### src/rtl/address_ring_decoder_pkg.sv
// Shared widths, reset constants and FSM encoding for the address ring decoder.
package address_ring_decoder_pkg;

  localparam int DATANUM = 15;
  localparam int ADDRESS = 4;

  localparam logic [DATANUM-1:0] RING_RESET   = 15'b100_0000_0000_0000;
  localparam logic [ADDRESS-1:0] ADDR_INVALID = 4'd15;
  localparam logic [ADDRESS-1:0] ADDR_LAST    = 4'(DATANUM - 1);

  typedef enum logic [1:0] {
    IDLE = 2'd0,
    RUN  = 2'd1,
    DONE = 2'd2
  } state_e;

endpackage

### src/rtl/addr_onehot_decode.sv
// Binary address to one-hot ring select: address 0 is bit 14, address k is bit k-1.
// Purely combinational; address 15 yields an all-zero select.
module addr_onehot_decode
  import address_ring_decoder_pkg::*;
(
  input  logic [ADDRESS-1:0] addr_i,
  output logic [DATANUM-1:0] onehot_o
);

  always_comb begin
    onehot_o = '0;
    if (addr_i == '0) begin
      onehot_o[DATANUM-1] = 1'b1;
    end else if (addr_i != ADDR_INVALID) begin
      onehot_o[addr_i - 4'd1] = 1'b1;
    end
  end

endmodule

### src/rtl/address_ring_decoder.sv
// Loads a binary address into a 15-bit one-hot ring and rotates it on Shift or for Len steps on Start.
// All outputs registered, one cycle after the sampling edge; Load > Start > Shift, no backpressure.
module address_ring_decoder
  import address_ring_decoder_pkg::*;
(
  input  logic               clk,
  input  logic               rstn,
  input  logic               Load,
  input  logic [ADDRESS-1:0] AddrIn,
  input  logic               Shift,
  input  logic               Start,
  input  logic [ADDRESS-1:0] Len,
  output logic [DATANUM-1:0] RingOut,
  output logic [ADDRESS-1:0] AddrOut,
  output logic               Valid,
  output logic               Busy,
  output logic               Done,
  output logic               Wrap,
  output logic               Error
);

  state_e             state_q;
  logic [ADDRESS-1:0] cnt_q;
  logic [DATANUM-1:0] ring_q;
  logic [ADDRESS-1:0] addr_q;
  logic               valid_q;
  logic               wrap_q;
  logic               error_q;

  logic [DATANUM-1:0] ring_dec;
  logic [DATANUM-1:0] ring_adv;
  logic [ADDRESS-1:0] addr_adv;

  addr_onehot_decode u_decode (
    .addr_i   (AddrIn),
    .onehot_o (ring_dec)
  );

  // One ring step: rotate left, binary index follows mod 15.
  always_comb begin
    ring_adv = {ring_q[DATANUM-2:0], ring_q[DATANUM-1]};
    addr_adv = (addr_q == ADDR_LAST) ? '0 : addr_q + 4'd1;
  end

  always_ff @(posedge clk) begin
    if (!rstn) begin
      state_q <= IDLE;
      cnt_q   <= '0;
      ring_q  <= RING_RESET;
      addr_q  <= '0;
      valid_q <= 1'b1;
      wrap_q  <= 1'b0;
      error_q <= 1'b0;
    end else begin
      wrap_q <= 1'b0;
      if (Load) begin
        // A load always aborts a run silently, even an invalid one.
        ring_q  <= ring_dec;
        addr_q  <= AddrIn;
        valid_q <= (AddrIn != ADDR_INVALID);
        if (AddrIn == ADDR_INVALID) begin
          error_q <= 1'b1;
        end
        state_q <= IDLE;
        cnt_q   <= '0;
      end else begin
        case (state_q)
          IDLE: begin
            if (Start && valid_q) begin
              if (Len != '0) begin
                state_q <= RUN;
                cnt_q   <= Len;
              end else begin
                state_q <= DONE;
              end
            end else if (Shift && valid_q) begin
              ring_q <= ring_adv;
              addr_q <= addr_adv;
              wrap_q <= (addr_q == ADDR_LAST);
            end
          end
          RUN: begin
            ring_q <= ring_adv;
            addr_q <= addr_adv;
            wrap_q <= (addr_q == ADDR_LAST);
            cnt_q  <= cnt_q - 4'd1;
            if (cnt_q == 4'd1) begin
              state_q <= DONE;
            end
          end
          DONE:    state_q <= IDLE;
          default: state_q <= IDLE;
        endcase
      end
    end
  end

  assign RingOut = ring_q;
  assign AddrOut = addr_q;
  assign Valid   = valid_q;
  assign Busy    = (state_q == RUN);
  assign Done    = (state_q == DONE);
  assign Wrap    = wrap_q;
  assign Error   = error_q;

endmodule

### config.mk
export PLATFORM = sky130hd
export DESIGN_NAME = address_ring_decoder
export DESIGN_NICKNAME = d
export VERILOG_FILES = /design/src/rtl/address_ring_decoder_pkg.sv /design/src/rtl/addr_onehot_decode.sv /design/src/rtl/address_ring_decoder.sv
export SDC_FILE = /design/constraint.sdc
export NUM_CORES = 1
export LEC_CHECK = 0
export CAP_MARGIN = 0
export CORE_MARGIN = 2
export CORE_UTILIZATION = 51
export CTS_CLUSTER_SIZE = 10
export DETAILED_ROUTE_END_ITERATION = 10
export HOLD_SLACK_MARGIN = 0.02
export MAX_ROUTING_LAYER = met4
export PLACE_DENSITY = 0.84
export SETUP_SLACK_MARGIN = 0.2
export SLEW_MARGIN = 40
export SYNTH_ARGS = -nofsm -noshare
export SYNTH_HDL_FRONTEND = slang
export SYNTH_SLANG_ARGS = --single-unit
### constraint.sdc
create_clock -name clk -period 2.64 [get_ports clk]
set_clock_uncertainty 0.15 [all_clocks]
set_input_delay 0.528 -clock clk [delete_from_list [all_inputs] [get_ports clk]]
set_output_delay 0.528 -clock clk [all_outputs]
set_load 0.05 [all_outputs]
* After elaboration in Yosys (flattened, before gate mapping)
Index checks and enable logic that the tools add are counted.
Widths: inputs -> output; s select.
** Storage, ports and cells
- Bits in registers :: 28
- Input port bits :: 13
- Output and inout bits :: 24
- Logic and storage cells :: 61
** Operators by class
- Add/sub/neg operators :: 3
- Order comparisons :: 2
- Equality and inequality tests :: 11
- Mux-type cells :: 24
- Bitwise gates (word level) :: 1
- Reduce and logical (&&, ||, !) cells :: 13
** Operators with widths (count)
- $mux 15 :: 4
- $pmux 15 s2 :: 1
- $mux 4 :: 6
- $pmux 4 s2 :: 2
- $mux 14 :: 1
- $eq 4x4->1 const B :: 2
- $sub 4x1->4 const B :: 2
- $mux 2 :: 3
- $ne 3x3->1 const B :: 2
- $reduce_and 3->1 :: 2
- $lt 4x5->1 const B :: 1
- $add 4x1->4 const B :: 1
- $demux 1 s4 :: 1
- $eq 4x1->1 const B :: 1
- $ge 4x1->1 const B :: 1
- $logic_not 4->1 :: 1
- $mux 1 :: 4
- $ne 2x2->1 const B :: 2
- $ne 4x4->1 const B :: 1
- $pmux 2 s2 :: 1
- $reduce_and 2->1 :: 2
- $reduce_bool 4->1 :: 1
- $logic_and 1x1->1 :: 3
- $reduce_bool 3->1 :: 1
- 8 further kinds :: 8

* Logic depth before layout (Yosys ltp)
- Depth after elaboration :: 8
- Mapped depth :: 8
- Gate-level depth less buffers :: 6

* Cells and area by module
From an unflattened synthesis, not the netlist that was laid out.
** Second synthesis, totals
- Cells, all modules :: 188
- Area, all modules :: 1587.8 sq um
** By module, submodules not included
- address_ring_decoder :: instances 1, cells an instance 169, area each 1320.0 sq um
- addr_onehot_decode :: instances 1, cells an instance 19, area each 267.8 sq um

* Worst setup path before layout
No wires, ideal clock.
- Path type :: register to register
- From :: register valid_q, in the netlist Valid
- To :: register cnt_q[2]
- Setup time :: 0.117 ns
- Arrival time :: 1.762 ns
- Setup slack :: 0.610 ns
- Stages on the path, launching flop included :: 5
- Buffers on the path :: 0
- Clock period less this slack :: 2.030 ns
- Cells stage by stage :: dfxtp_1 nand2_1 o31ai_1 o21ai_0 a32o_1
** Between the ends
- Cells in the longest elaborated chain, start to end :: 3
** RTL lines
- start, declared :: RTL line address_ring_decoder.sv:26 : logic valid_q;
- start signal, assigned :: RTL line address_ring_decoder.sv:60 : valid_q <= (AddrIn != ADDR_INVALID);
- $logic_and 1x1->1 :: RTL line address_ring_decoder.sv:69 : if (Start && valid_q) begin
- $ne 2x2->1 (no source line)
- $reduce_and 3->1 (no source line)
- end signal, assigned :: RTL line address_ring_decoder.sv:72 : cnt_q <= Len;
- end signal, assigned :: RTL line address_ring_decoder.sv:86 : cnt_q <= cnt_q - 4'd1;
- end, declared :: RTL line address_ring_decoder.sv:23 : logic [ADDRESS-1:0] cnt_q;
No other way between the ends.
A chain may end at the register's enable or synchronous reset.

* Worst setup path after layout
- From :: register addr_q[0], in the netlist AddrOut[0]
- To :: output port AddrOut[0]
** RTL lines
- start, declared :: RTL line address_ring_decoder.sv:25 : logic [ADDRESS-1:0] addr_q;
- start signal, assigned :: RTL line address_ring_decoder.sv:59 : addr_q <= AddrIn;
- start signal, assigned :: RTL line address_ring_decoder.sv:78 : addr_q <= addr_adv;
- start signal, assigned :: RTL line address_ring_decoder.sv:84 : addr_q <= addr_adv;
- end, declared :: RTL line address_ring_decoder.sv:14 : output logic [ADDRESS-1:0] AddrOut,
No word-level cell between the ends.

==> impl_metrics.env <==
export IMPL_cts_buffer_depth=2
export IMPL_dieHeight_um=56.72
export IMPL_worst_pin_slew_ps=607.2
export IMPL_diodes=0
export IMPL_ys_types=36
export IMPL_place_area_mm2=0.001788
export IMPL_place_ws_ps=96.76
export IMPL_grt_antenna_before_repair=0
export IMPL_vdd_drop_max_v=0.0003568
export IMPL_dr_pass1_iters=4
export IMPL_holdWs_ps=339.5
export IMPL_switchingPower_mw=0.3091
export IMPL_grt_usage_pct=23.40
export IMPL_crit_fanout=9
export IMPL_cts_buffers=3
export IMPL_grt_setup_unrepaired="no"
export IMPL_critical_path_buf_inv_count=1
export IMPL_drt_iter0_markers=59
export IMPL_dieArea_mm2=0.003217
export IMPL_p_comb_share_pct=25.2
export IMPL_period_share_pct=89.08
export IMPL_setup_violations_final=0
export IMPL_synth_simple_area_share_pct=27.63
export IMPL_p_int_mw=0.6906
export IMPL_rr_endpoint="RingOut[6]"
export IMPL_swShare_pct=30.92
export IMPL_initial_core_util_pct=52.77
export IMPL_netlist_area_mm2=0.001418
export IMPL_antenna_left=0
export IMPL_crit_arrival_ps=1670
export IMPL_cts_sinks=28
export IMPL_ioPinCount=37
export IMPL_final_area_mm2=0.001851
export IMPL_portBuffers=36
export IMPL_dp_hpwl_mm=2.520
export IMPL_vias=1477
export IMPL_wl_per_cell_um=13.89
export IMPL_p_leak_nw=0.6720
export IMPL_timing_fmax_mhz=425.2
export IMPL_worstSkewPairLatency_ps=320
export IMPL_remaining_drc_errors=0
export IMPL_startpoint="AddrOut[0]"
export IMPL_root_buffer="clkbuf_4"
export IMPL_ys_seq_area_share_pct=39.54
export IMPL_yosysWarnings=0
export IMPL_cp_start_kind="register"
export IMPL_cts_hold_buf=0
export IMPL_cts_setup_buffers=0
export IMPL_htree_levels=1
export IMPL_hold_path_cell_count=2
export IMPL_drv_cap=0
export IMPL_synth_top_family_by_area="simple AND/OR/NAND/NOR gates"
export IMPL_relSlewSlack_pct=59.15
export IMPL_cts_tree="built"
export IMPL_hold_violations=0
export IMPL_critPathCaptureType="primary output"
export IMPL_synth_area_per_cell_um2=7.622
export IMPL_critical_path_top_delay_family="buffers and inverters"
export IMPL_clk_pin_slew_worst_paths_ps=150
export IMPL_syn_nets=201
export IMPL_die_x_um=56.72
export IMPL_synth_fa_ha_area_share_pct=1.765
export IMPL_status="finished clean"
export IMPL_grt_pass1_vias=1357
export IMPL_cp_slowest_stage_delay_ps=850
export IMPL_r2r_start="state_q[1]"
export IMPL_slew_violations=0
export IMPL_hold_start="RingOut[7]"
export IMPL_synth_compound_area_share_pct=25.33
export IMPL_viasPerCell=5.884
export IMPL_nNetsFinal=236
export IMPL_synthMuxAreaShare_pct=0.7061
export IMPL_ff2ff_setup_slack_ps=730
export IMPL_criticalPathCategory="register to primary output"
export IMPL_rows=19
export IMPL_hp_class="register to register"
export IMPL_final_setup_worst_slack_ps=288.4
export IMPL_areaGrowthSynthToFinish_pct=30.54
export IMPL_pwr_share_seq_pct=46.9
export IMPL_drive_above_1_share_pct=6.818
export IMPL_pwr_share_clk_pct=27.9
export IMPL_cts_repair_resized=1
export IMPL_worstPathRequired_ps=1960
export IMPL_critical_path_slowest_cell="clkdlybuf4s50_1"
export IMPL_synth_seq_cells=28
export IMPL_fin_crit_ps=2352
export IMPL_syn_inst=186
export IMPL_synthXorXnorAreaFrac_pct=0
export IMPL_grt_overflow=0
export IMPL_grt_max_degree=20
export IMPL_grt_pass1_wl_mm=5.920
export IMPL_tns_ps=0
export IMPL_drt_total_wl_mm=3.486
export IMPL_path_cells="clkdlybuf4s50_1"
export IMPL_coreArea_mm2=0.002686
export IMPL_min_to="RingOut[8]"
export IMPL_power_density_mw_per_mm2=540.2
export IMPL_globalplace_congestion=0.9427
export IMPL_ff2ff_path_depth=5
## routing by layer
metal,GRT usage [%],up-vias,wire [um]
li1,-,735,-
met1,30.43,687,1635
met3,2.995,2,170
met2,37.54,53,1661
met5,-,-,0
met4,7.823,0,19
## cell usage in the layout, fill, tap and decap left out, types with 2 or more instances in the layout
cell / synthesis / routed
nand3_1: 2 / 2
buf_4: 0 / 3
o21ai_0: 25 / 25
a21oi_1: 7 / 7
a211oi_1: 3 / 3
a31oi_1: 17 / 17
nor3_1: 7 / 7
ha_1: 2 / 2
or3_1: 2 / 2
nand2_1: 43 / 43
clkbuf_4: 0 / 3
dfxtp_1: 28 / 28
clkdlybuf4s50_1: 0 / 34
inv_1: 3 / 3
o31ai_1: 3 / 2
nor2b_1: 2 / 2
nand2b_1: 5 / 4
nor2_1: 8 / 8
or2_2: 3 / 3
## logic make-up after synthesis
kind of cell    after synthesis
compound gates               61
fa+ha+maj                     2
mux                           1
simple gates                 81
flops                        28
buf+inv                      13
## final cells by class
cell class              count  area (um2)
clock buffers               3       22.52
clock inverters             1       30.03
fillers                   223       835.8
inverters                   4       20.02
multi-input cells         145       793.3
flip-flops and latches     28       560.5
well taps                  31       38.79
repair buffers             39       385.4
## registers in the layout, indices dropped and copies added (netlist names)
name     flops
Wrap         1
RingOut     15
Valid        1
Error        1
AddrOut      4
state_q      2
cnt_q        4
## stage by stage
stage,total power [mW],std cells,utilization [%]
5_1_grt,1.039,251,68.89
4_1_cts,0.9990,251,68.47
3_5_place_dp,0.7268,247,66.56
2_1_floorplan,0.6423,186,-
6_report,0.9997,251,68.89
3_3_place_gp,0.7215,247,66.56
## power groups by stage
stage	Combinational (mW)	Clock (mW)	Sequential [mW]
final	0.252	0.279	0.469
after floorplan	0.102	0	0.541
after CTS	0.250	0.281	0.469
after global routing	0.272	0.294	0.473
after global placement	0.245	0	0.477
after detailed placement	0.249	0	0.478
## synthesized netlist by cell type
cell type  instances  area share (%)
o21a_1             1            0.53
clkbuf_1           5             1.3
ha_1               2             1.8
o211ai_1           1            0.53
buf_2              2            0.71
or4_1              1            0.53
mux2i_1            1            0.71
nor4_1             1            0.44
nor2_1             8             2.1
nand2_1           43              11
o21ai_0           25             8.8
a21oi_1            7             2.5
nand3b_1           1            0.53
or2_2              3             1.3
a21boi_0           1            0.53
nor2_4             1            0.79
a32oi_1            1            0.62
buf_6              2             1.6
or3_1              2            0.88
and4bb_2           1            0.88
a32o_1             1            0.71
inv_6              1            0.62
dfxtp_1           28              40
and2_1             1            0.44
a211oi_1           3             1.6
o31ai_1            3             1.6
or4b_1             1            0.71
nor2b_1            2            0.88
inv_1              3            0.79
o22ai_1            1            0.44
or3b_1             1            0.62
a31oi_1           17             7.5
nand3_1            2            0.71
nor4bb_1           1            0.71
nand2b_1           5             2.2
nor3_1             7             2.5
## how the worst max path moves through the flow
stage,cells past startpoint,endpoint,slack [ps]
after floorplan,4,cnt_q[2],610
after global placement,5,cnt_q[2],190
after detailed placement,5,cnt_q[2],100
after CTS,3,Busy,210
after global routing,1,AddrOut[0],220
final,1,AddrOut[0],290
No activity file was read; power rests on OpenSTA's default activity.
